[src/rtl/address_transmitter.sv]
// I2C master address phase: START, 8 address/RW bits, ACK sample, then HOLD or STOP.
// SCL is built from CLK_DIV-cycle quarters; a released-but-low SCL stretches the quarter.
module address_transmitter #(
  parameter int CLK_DIV = 250
) (
  input  logic       FPGA_clk,
  input  logic       rst,
  input  logic       start,
  input  logic [6:0] I2C_addr,
  input  logic       rw,
  input  logic       release_req,
  input  logic       SDA,
  input  logic       SCL,
  output logic       scl_oe,
  output logic       sda_oe,
  output logic       busy,
  output logic       done,
  output logic       acked,
  output logic       nack
);

  localparam int CW = $clog2(CLK_DIV);
  localparam logic [CW-1:0] LAST = CW'(CLK_DIV - 1);

  typedef enum logic [2:0] {
    IDLE, START, SHIFT, ACK, HOLD, STOP
  } state_t;

  state_t        state, state_n;
  logic [CW-1:0] cnt;
  logic [1:0]    phase;
  logic [7:0]    shreg;
  logic [2:0]    bitcnt;
  logic          tick, en, step, qlast;

  assign tick = cnt == LAST;
  assign busy = state != IDLE;

  always_comb begin
    state_n = state;
    scl_oe  = 1'b0;
    sda_oe  = 1'b0;
    qlast   = 1'b0;
    unique case (state)
      IDLE: begin end
      START: begin
        scl_oe = phase[0];
        sda_oe = 1'b1;
        qlast  = phase == 2'd1;
      end
      SHIFT: begin
        scl_oe = ~phase[1];
        sda_oe = ~shreg[7];
        qlast  = phase == 2'd3;
      end
      ACK: begin
        scl_oe = ~phase[1];
        qlast  = phase == 2'd3;
      end
      HOLD: scl_oe = 1'b1;
      STOP: begin
        scl_oe = phase == 2'd0;
        sda_oe = phase != 2'd2;
        qlast  = phase == 2'd2;
      end
      default: begin end
    endcase
    // A released SCL that still reads low is a slave stretching the clock.
    en   = state != IDLE && state != HOLD && (scl_oe || SCL);
    step = en && tick;
    unique case (state)
      IDLE:  if (start) state_n = START;
      START: if (step && qlast) state_n = SHIFT;
      SHIFT: if (step && qlast && bitcnt == 3'd0) state_n = ACK;
      ACK:   if (step && qlast) state_n = acked ? HOLD : STOP;
      HOLD:  if (release_req) state_n = STOP;
      STOP:  if (step && qlast) state_n = IDLE;
      default: state_n = IDLE;
    endcase
  end

  always_ff @(posedge FPGA_clk or posedge rst) begin
    if (rst) begin
      state  <= IDLE;
      cnt    <= '0;
      phase  <= 2'd0;
      shreg  <= 8'd0;
      bitcnt <= 3'd0;
      done   <= 1'b0;
      acked  <= 1'b0;
      nack   <= 1'b0;
    end else begin
      state <= state_n;
      done  <= (state == ACK && state_n == HOLD) ||
               (state == STOP && state_n == IDLE && nack);
      if (state == IDLE || state == HOLD) begin
        cnt   <= '0;
        phase <= 2'd0;
      end else if (step) begin
        cnt   <= '0;
        phase <= qlast ? 2'd0 : phase + 2'd1;
      end else if (en) begin
        cnt <= cnt + 1'b1;
      end
      if (state == IDLE && start) begin
        shreg  <= {I2C_addr, rw};
        bitcnt <= 3'd7;
      end
      if (state == SHIFT && step && qlast) begin
        shreg  <= {shreg[6:0], 1'b0};
        bitcnt <= bitcnt - 3'd1;
      end
      if (state == ACK && step && phase == 2'd2) begin
        acked <= ~SDA;
        nack  <= SDA;
      end
    end
  end

endmodule

[config.mk]
export PLATFORM = sky130hd
export DESIGN_NAME = address_transmitter
export DESIGN_NICKNAME = d
export VERILOG_FILES = /design/src/rtl/address_transmitter.sv
export SDC_FILE = /design/constraint.sdc
export NUM_CORES = 1
export LEC_CHECK = 0
export ABC_CLOCK_PERIOD_IN_PS = 8100
export CORE_UTILIZATION = 25
export DETAILED_ROUTE_END_ITERATION = 10
export MAX_ROUTING_LAYER = met4
export PLACE_DENSITY = 0.4
export RECOVER_POWER = 100
export SLEW_MARGIN = 20
export SYNTH_ARGS = -nofsm -noshare
export SYNTH_HDL_FRONTEND = slang
export SYNTH_SLANG_ARGS = --single-unit
export TNS_END_PERCENT = 1
[constraint.sdc]
create_clock -name FPGA_clk -period 8.1 [get_ports FPGA_clk]
set_clock_uncertainty 0.2 [all_clocks]
set_input_delay 1.215 -clock FPGA_clk [delete_from_list [all_inputs] [get_ports FPGA_clk]]
set_output_delay 1.215 -clock FPGA_clk [all_outputs]
set_load 0.02 [all_outputs]
==> run metrics <==
post-synth net total 181; quantity of I/O buffers inserted on ports 19; largest voltage drop on the vdd net 0.00006178 V; antenna cell count 0; yosys warns 0; Hold Path Class reg2reg; final critical-path required period 4.356 ns; worst endpoint required time 6.68 ns; number of distinct library cell variants in the gate-level netlist after synthesis 40; leakage component of the power 0.8399 nW; Netlist Area Pre-Place 0.001538 mm^2; DR iter-0 viols 60; clock buffer count from CTS 3; critical path endpoint category primary output; post-CTS setup buffers 0; instance count of the mapped netlist 160; Pins Over Slew Limit 0; number of I/O pins 20; via count of the first global-routing pass 1175; Total Wirelength 3239 um; Placed Instances 248; post-detailed-placement half-perimeter wirelength 2329 um; H-tree levels 1; per-cell via count in the routed design 4.690; FILL cells 620; fmax 229.6 MHz; via total after detailed routing 1182; pin count of the biggest net entering global routing 28; normalized max-slew margin 0.2538; worst hold slack 0.2786 ns; area of the core 0.005921 mm^2; synthesized area divided by synthesized cell count 9.611 um^2; relative area change from synthesis to final layout 17.49%; starting utilization of the core area 0.2597; number of routed nets with antenna violations 0; Power Total 0.2872 mW; Post-Route Utilization 0.3052; share of the synthesized area in the top cell type 0.4394; RSZ-0062 raised after global routing false; number of failing setup endpoints in the final timing report 0; crit-path max FO 12; power per cell area 159.0 mW/mm^2; most common cell after layout, fill and taps aside sky130_fd_sc_hd__dfrtp_1; result of the run complete, no violations; setup total negative slack 0 ns; worst-case clock buffer depth 2; latest clock arrival within the worst-skew pair 0.28 ns; count of endpoints failing hold in the final timing report 0; total congestion overflow 0; area of the die 0.006468 mm^2; fraction of the cycle the final worst path needs 0.5378; sequential fraction of the synthesis area 0.4394; count of non-filler cells in the finished layout 252; standard-cell row count 28; global-route wire length before repair 5547 um; number of optimization iterations in the first detailed-route pass 4; clk sink count 27; ratio of cells with drive above 1 in the final layout 0.03955; leading cell types in the layout, fill and taps excluded sky130_fd_sc_hd__dfrtp_1 (27), sky130_fd_sc_hd__nor2_1 (15), sky130_fd_sc_hd__nand2_1 (15); total routing usage reported by global routing 0.1134; die width 80.43 um; floorplan die height 80.43 um; clock transition at the register clock pins on the worst setup and hold paths after CTS 0.11 ns; flops & latches, synth 27; hold bufs inserted after CTS 0; startpoint type of the worst setup path flip-flop; Tightest Pin Transition 1.108 ns; Final #Nets 199; worst setup path category reg2out; routability congestion estimate from global placement 0.8608; DRC Markers 0; average routed wire per standard cell 12.85 um; top area cells in the synthesized netlist sky130_fd_sc_hd__dfrtp_1 (44%), sky130_fd_sc_hd__ha_1 (5.7%), sky130_fd_sc_hd__a22o_1 (4.0%); number of antenna violations at the first check in global routing 0; number of max-cap violations 0; R2R setup slack 4.47 ns; TritonCTS clock tree built; post-cts gate resize count 0; critical path data arrival time 2.94 ns; buffer type at the clock tree root sky130_fd_sc_hd__clkbuf_8; post-synth top area cell sky130_fd_sc_hd__dfrtp_1
-- power breakdown --
group / total, mW / switching, mW / internal [mW]
clock network: 0.0825 / 0.0476 / 0.0350
registers: 0.162 / 0.0153 / 0.146
logic: 0.0431 / 0.0214 / 0.0217
-- metrics by stage --
step / worst slack [ns] / area [um^2]
final: 3.744 / 1807
after global routing: 3.554 / 1807
after CTS: 4.005 / 1837
after detailed placement: 4.325 / 1788
after global placement: 4.414 / 1788
after floorplan: 5.095 / 1538
-- worst max-delay path: stages, from the launching register on --
cell	delay, ns
sky130_fd_sc_hd__dfrtp_1	0.53
sky130_fd_sc_hd__nand2b_1	0.30
sky130_fd_sc_hd__inv_1	0.10
sky130_fd_sc_hd__ha_1	0.19
sky130_fd_sc_hd__and4bb_2	0.25
sky130_fd_sc_hd__a221oi_1	0.53
sky130_fd_sc_hd__dlygate4sd3_1	0.76
-- logic make-up after synthesis --
| logic type | after synthesis | share of synthesized area |
|---|---|---|
| compound gates | 38 | 0.1855 |
| xor+xnor | 7 | 0.03987 |
| fa+ha+maj | 7 | 0.05695 |
| buf+inv | 19 | 0.05369 |
| flops | 27 | 0.4394 |
| mux | 5 | 0.03661 |
| simple gates | 57 | 0.1880 |
-- flip-flops by register name, summed over array words and instances, names as in the netlist --
register,flops
acked,1
done,1
shreg,8
cnt,8
phase,2
bitcnt,3
state,3
nack,1
-- final cells by class --
| class | count | area, um^2 | share of cell area |
|---|---|---|---|
| clock buffers | 3 | 41.29 | 0.02285 |
| inverters | 13 | 48.80 | 0.02701 |
| well taps | 75 | 93.84 | 0.05194 |
| flip-flops and latches | 27 | 675.6 | 0.3740 |
| repair buffers | 19 | 190.2 | 0.1053 |
| multi-input cells | 114 | 749.5 | 0.4148 |
| clock inverters | 1 | 7.507 | 0.004155 |
-- synthesized netlist by cell type, drive strengths merged --
cell type and number:
nand2b 4, and4bb 1, inv 13, or2 1, clkbuf 1, buf 5
o21ai 5, a221oi 1, nand3 5, nor4 1, nor3 4, a31oi 1
nand2 15, nor2b 1, and2 1, a21oi 8, dfrtp 27, o211ai 1
a21o 7, o211a 1, nand4 3, o22ai 2, xor2 7, mux2i 3
nor2 15, or3 3, o32ai 2, and3 2, o31ai 2, a211oi 1
a22o 7, or4 1, mux2 2, ha 7
-- routing by layer --
layer	wire (um)	GRT usage
met2	1521	0.1771
met5	0	-
met4	15	0.02679
met3	88	0.02045
met1	1614	0.1518
-- path summary, 6_finish.rpt --
path                            from        end  depth (start not counted)
hold reg to reg            bitcnt[0]  bitcnt[0]                          1
setup reg to reg            state[2]       nack                          8
max in group asynchronous        rst  bitcnt[0]                          2
setup / recovery            state[2]     scl_oe                          6
hold / removal             bitcnt[0]  bitcnt[0]                          1
min in group asynchronous        rst   phase[1]                          2
(Power assumes the default switching activity.)
==> variant: new RTL, same flow settings <==
The 6 states of `state_t` get a one-hot encoding in 6 bits.
--- a/src/rtl/address_transmitter.sv
+++ b/src/rtl/address_transmitter.sv
@@ -22,8 +22,8 @@
   localparam int CW = $clog2(CLK_DIV);
   localparam logic [CW-1:0] LAST = CW'(CLK_DIV - 1);
 
-  typedef enum logic [2:0] {
-    IDLE, START, SHIFT, ACK, HOLD, STOP
+  typedef enum logic [5:0] {
+    IDLE = 6'b000001, START = 6'b000010, SHIFT = 6'b000100, ACK = 6'b001000, HOLD = 6'b010000, STOP = 6'b100000
   } state_t;
 
   state_t        state, state_n;
Check against the original RTL: same outputs for any inputs over 10 cycles, from zero or initial values and one cycle with rst high; not proved beyond that.
==> variant against the original RTL <==
The run now ends with capacitance limit, slew limit left. First-iteration DRC count grew 45%. Setup slack gained 0.21 ns. Area after synthesis grew 18%. Sequential cell count grew 3. Design area grew 19%. Count of clock-buffer cells in the layout grew 3. Wire length grew 31%.
Power is not compared: it rests on default switching activity, and its combinational part moved more than twofold at a synthesized area within 25%.
==> variant: results (changes against the original RTL) <==
synth:
  synth-xor-area-share_pct: 0.964  # -3.0 points
  synth_cell_types: 47  # +18%
  synthAdderAreaFrac_pct: 4.82  # -0.88 points
  synth_mux_area_share_pct: 3.44  # -0.22 points
  synthTopCellsByCount: "dfrtp_1, nand2_1, a21oi_1, inv_1, and2_1"
  ys_seq_area_share_pct: 41.4  # -2.6 points
  syn_area_per_cell_sq_um: 10.3  # +7.5%
  yosys-top-cells-area: "dfrtp_1, ha_1, a221o_1, and2_1, nand2_1"
  postSynthCellCount: 176  # +10%
  synth_nets: 197  # +8.8%
  synth_compound_area_share_pct: 17.8  # -0.73 points
global_route:
  grtUsageMet2_pct: 20.8  # +3.1 points
  grt_max_degree: 31  # +11%
  grt_first_pass_wirelength_mm: 7.33  # +32%
  grtUsageMet3_pct: 3.03  # +0.99 points
  grt_util_all_layers_pct: 13.2  # +1.9 points
  grt_use_met1_pct: 16.4  # +1.3 points
  grt_pass1_vias: 1482  # +26%
placement:
  dp_slack_ns: 4.27  # -0.0598 ns
  place_area_sq_um: 2090  # +17%
  dp_hpwl_mm: 3.18  # +36%
  placed_cells: 286  # +15%
routing:
  met3WireLength_microns: 116  # +32%
  drt_iter0_drc: 87  # +45%
  dr_total_vias: 1420  # +20%
  wl_met1_mm: 2.03  # +26%
  viasPerCell: 4.83  # +3.0%
  route.met2.wl_mm: 2.04  # +34%
  routedWlPerCell_microns: 14.5  # +13%
critical_path:
  cpLargestDelayFamily: "simple AND/OR/NAND/NOR gates"
  critPathSlowestCell: "dlygate4sd3_1"
  max_stage_delay_ns: 0.67  # -0.09 ns
  crit_path_max_fanout: 9  # -3
finish:
  register_area_sq_um: 752  # +11%
  nFillCells: 758  # +22%
  nets: 218  # +9.5%
  reg_top3: "cnt x8, shreg x8, state x6"
  n_clock_buffer: 6  # +3
  buf_share_pct: 8.99  # -1.5 points
  multi_input_area_share_pct: 44.4  # +2.9 points
  signal_buffers: 20  # +1
  seq_area_share_pct: 34.9  # -2.5 points
  layout-drive-gt1-share_pct: 14.1  # +10 points
  clock_cell_area_share_pct: 4.41  # +1.7 points
  nMultiInputCombCells: 130  # +14%
  inverters: 10  # -3
clocking:
  cts.clk_slew.worst_paths_ns: 0.07  # -0.04 ns
  htreeDepth: 2  # +1
  clkSinkCount: 30  # +11%
  numCtsBuffers: 5  # +2
  cts_root_buf: "clkbuf_8"
timing:
  timing.final.max_slew_violations: 42  # +42
  slew_headroom_pct: -12.2  # -38 points
outcome:
  violations: "capacitance limit, slew limit"
  outcome: "finished with violations"
job:
  maxCapViolations: 2  # +2
==> variant: cell types whose count changed in the layout (fill, tap and decap cells not counted), sizes merged, moves of 6 or more <==
cell / delta
and2: +8
xor2: -7
nor2: -11
a22o: -7
nor4: +6
or4: +6
a221o: +7
==> variant: cells by family after synthesis <==
family	after synthesis
AOI/OAI and AO/OA	43
xor gates and xnor gates	2
adders and majority gates	7
buffers and inverters	16
DFF	30
muxes	6
and+or+nand+nor	72
==> variant: path summary, 6_finish.rpt <==
kind	endpoint	start	slack [ns]	cells past startpoint
hold reg to reg	bitcnt[2]	bitcnt[2]	0.30	1
max in group asynchronous	cnt[2]	rst	4.97	3
setup reg to reg	bitcnt[0]	state[5]	4.18	8
min in group asynchronous	shreg[3]	rst	1.76	3
setup / recovery	scl_oe	state[5]	3.96	7
hold / removal	bitcnt[2]	bitcnt[2]	0.30	1
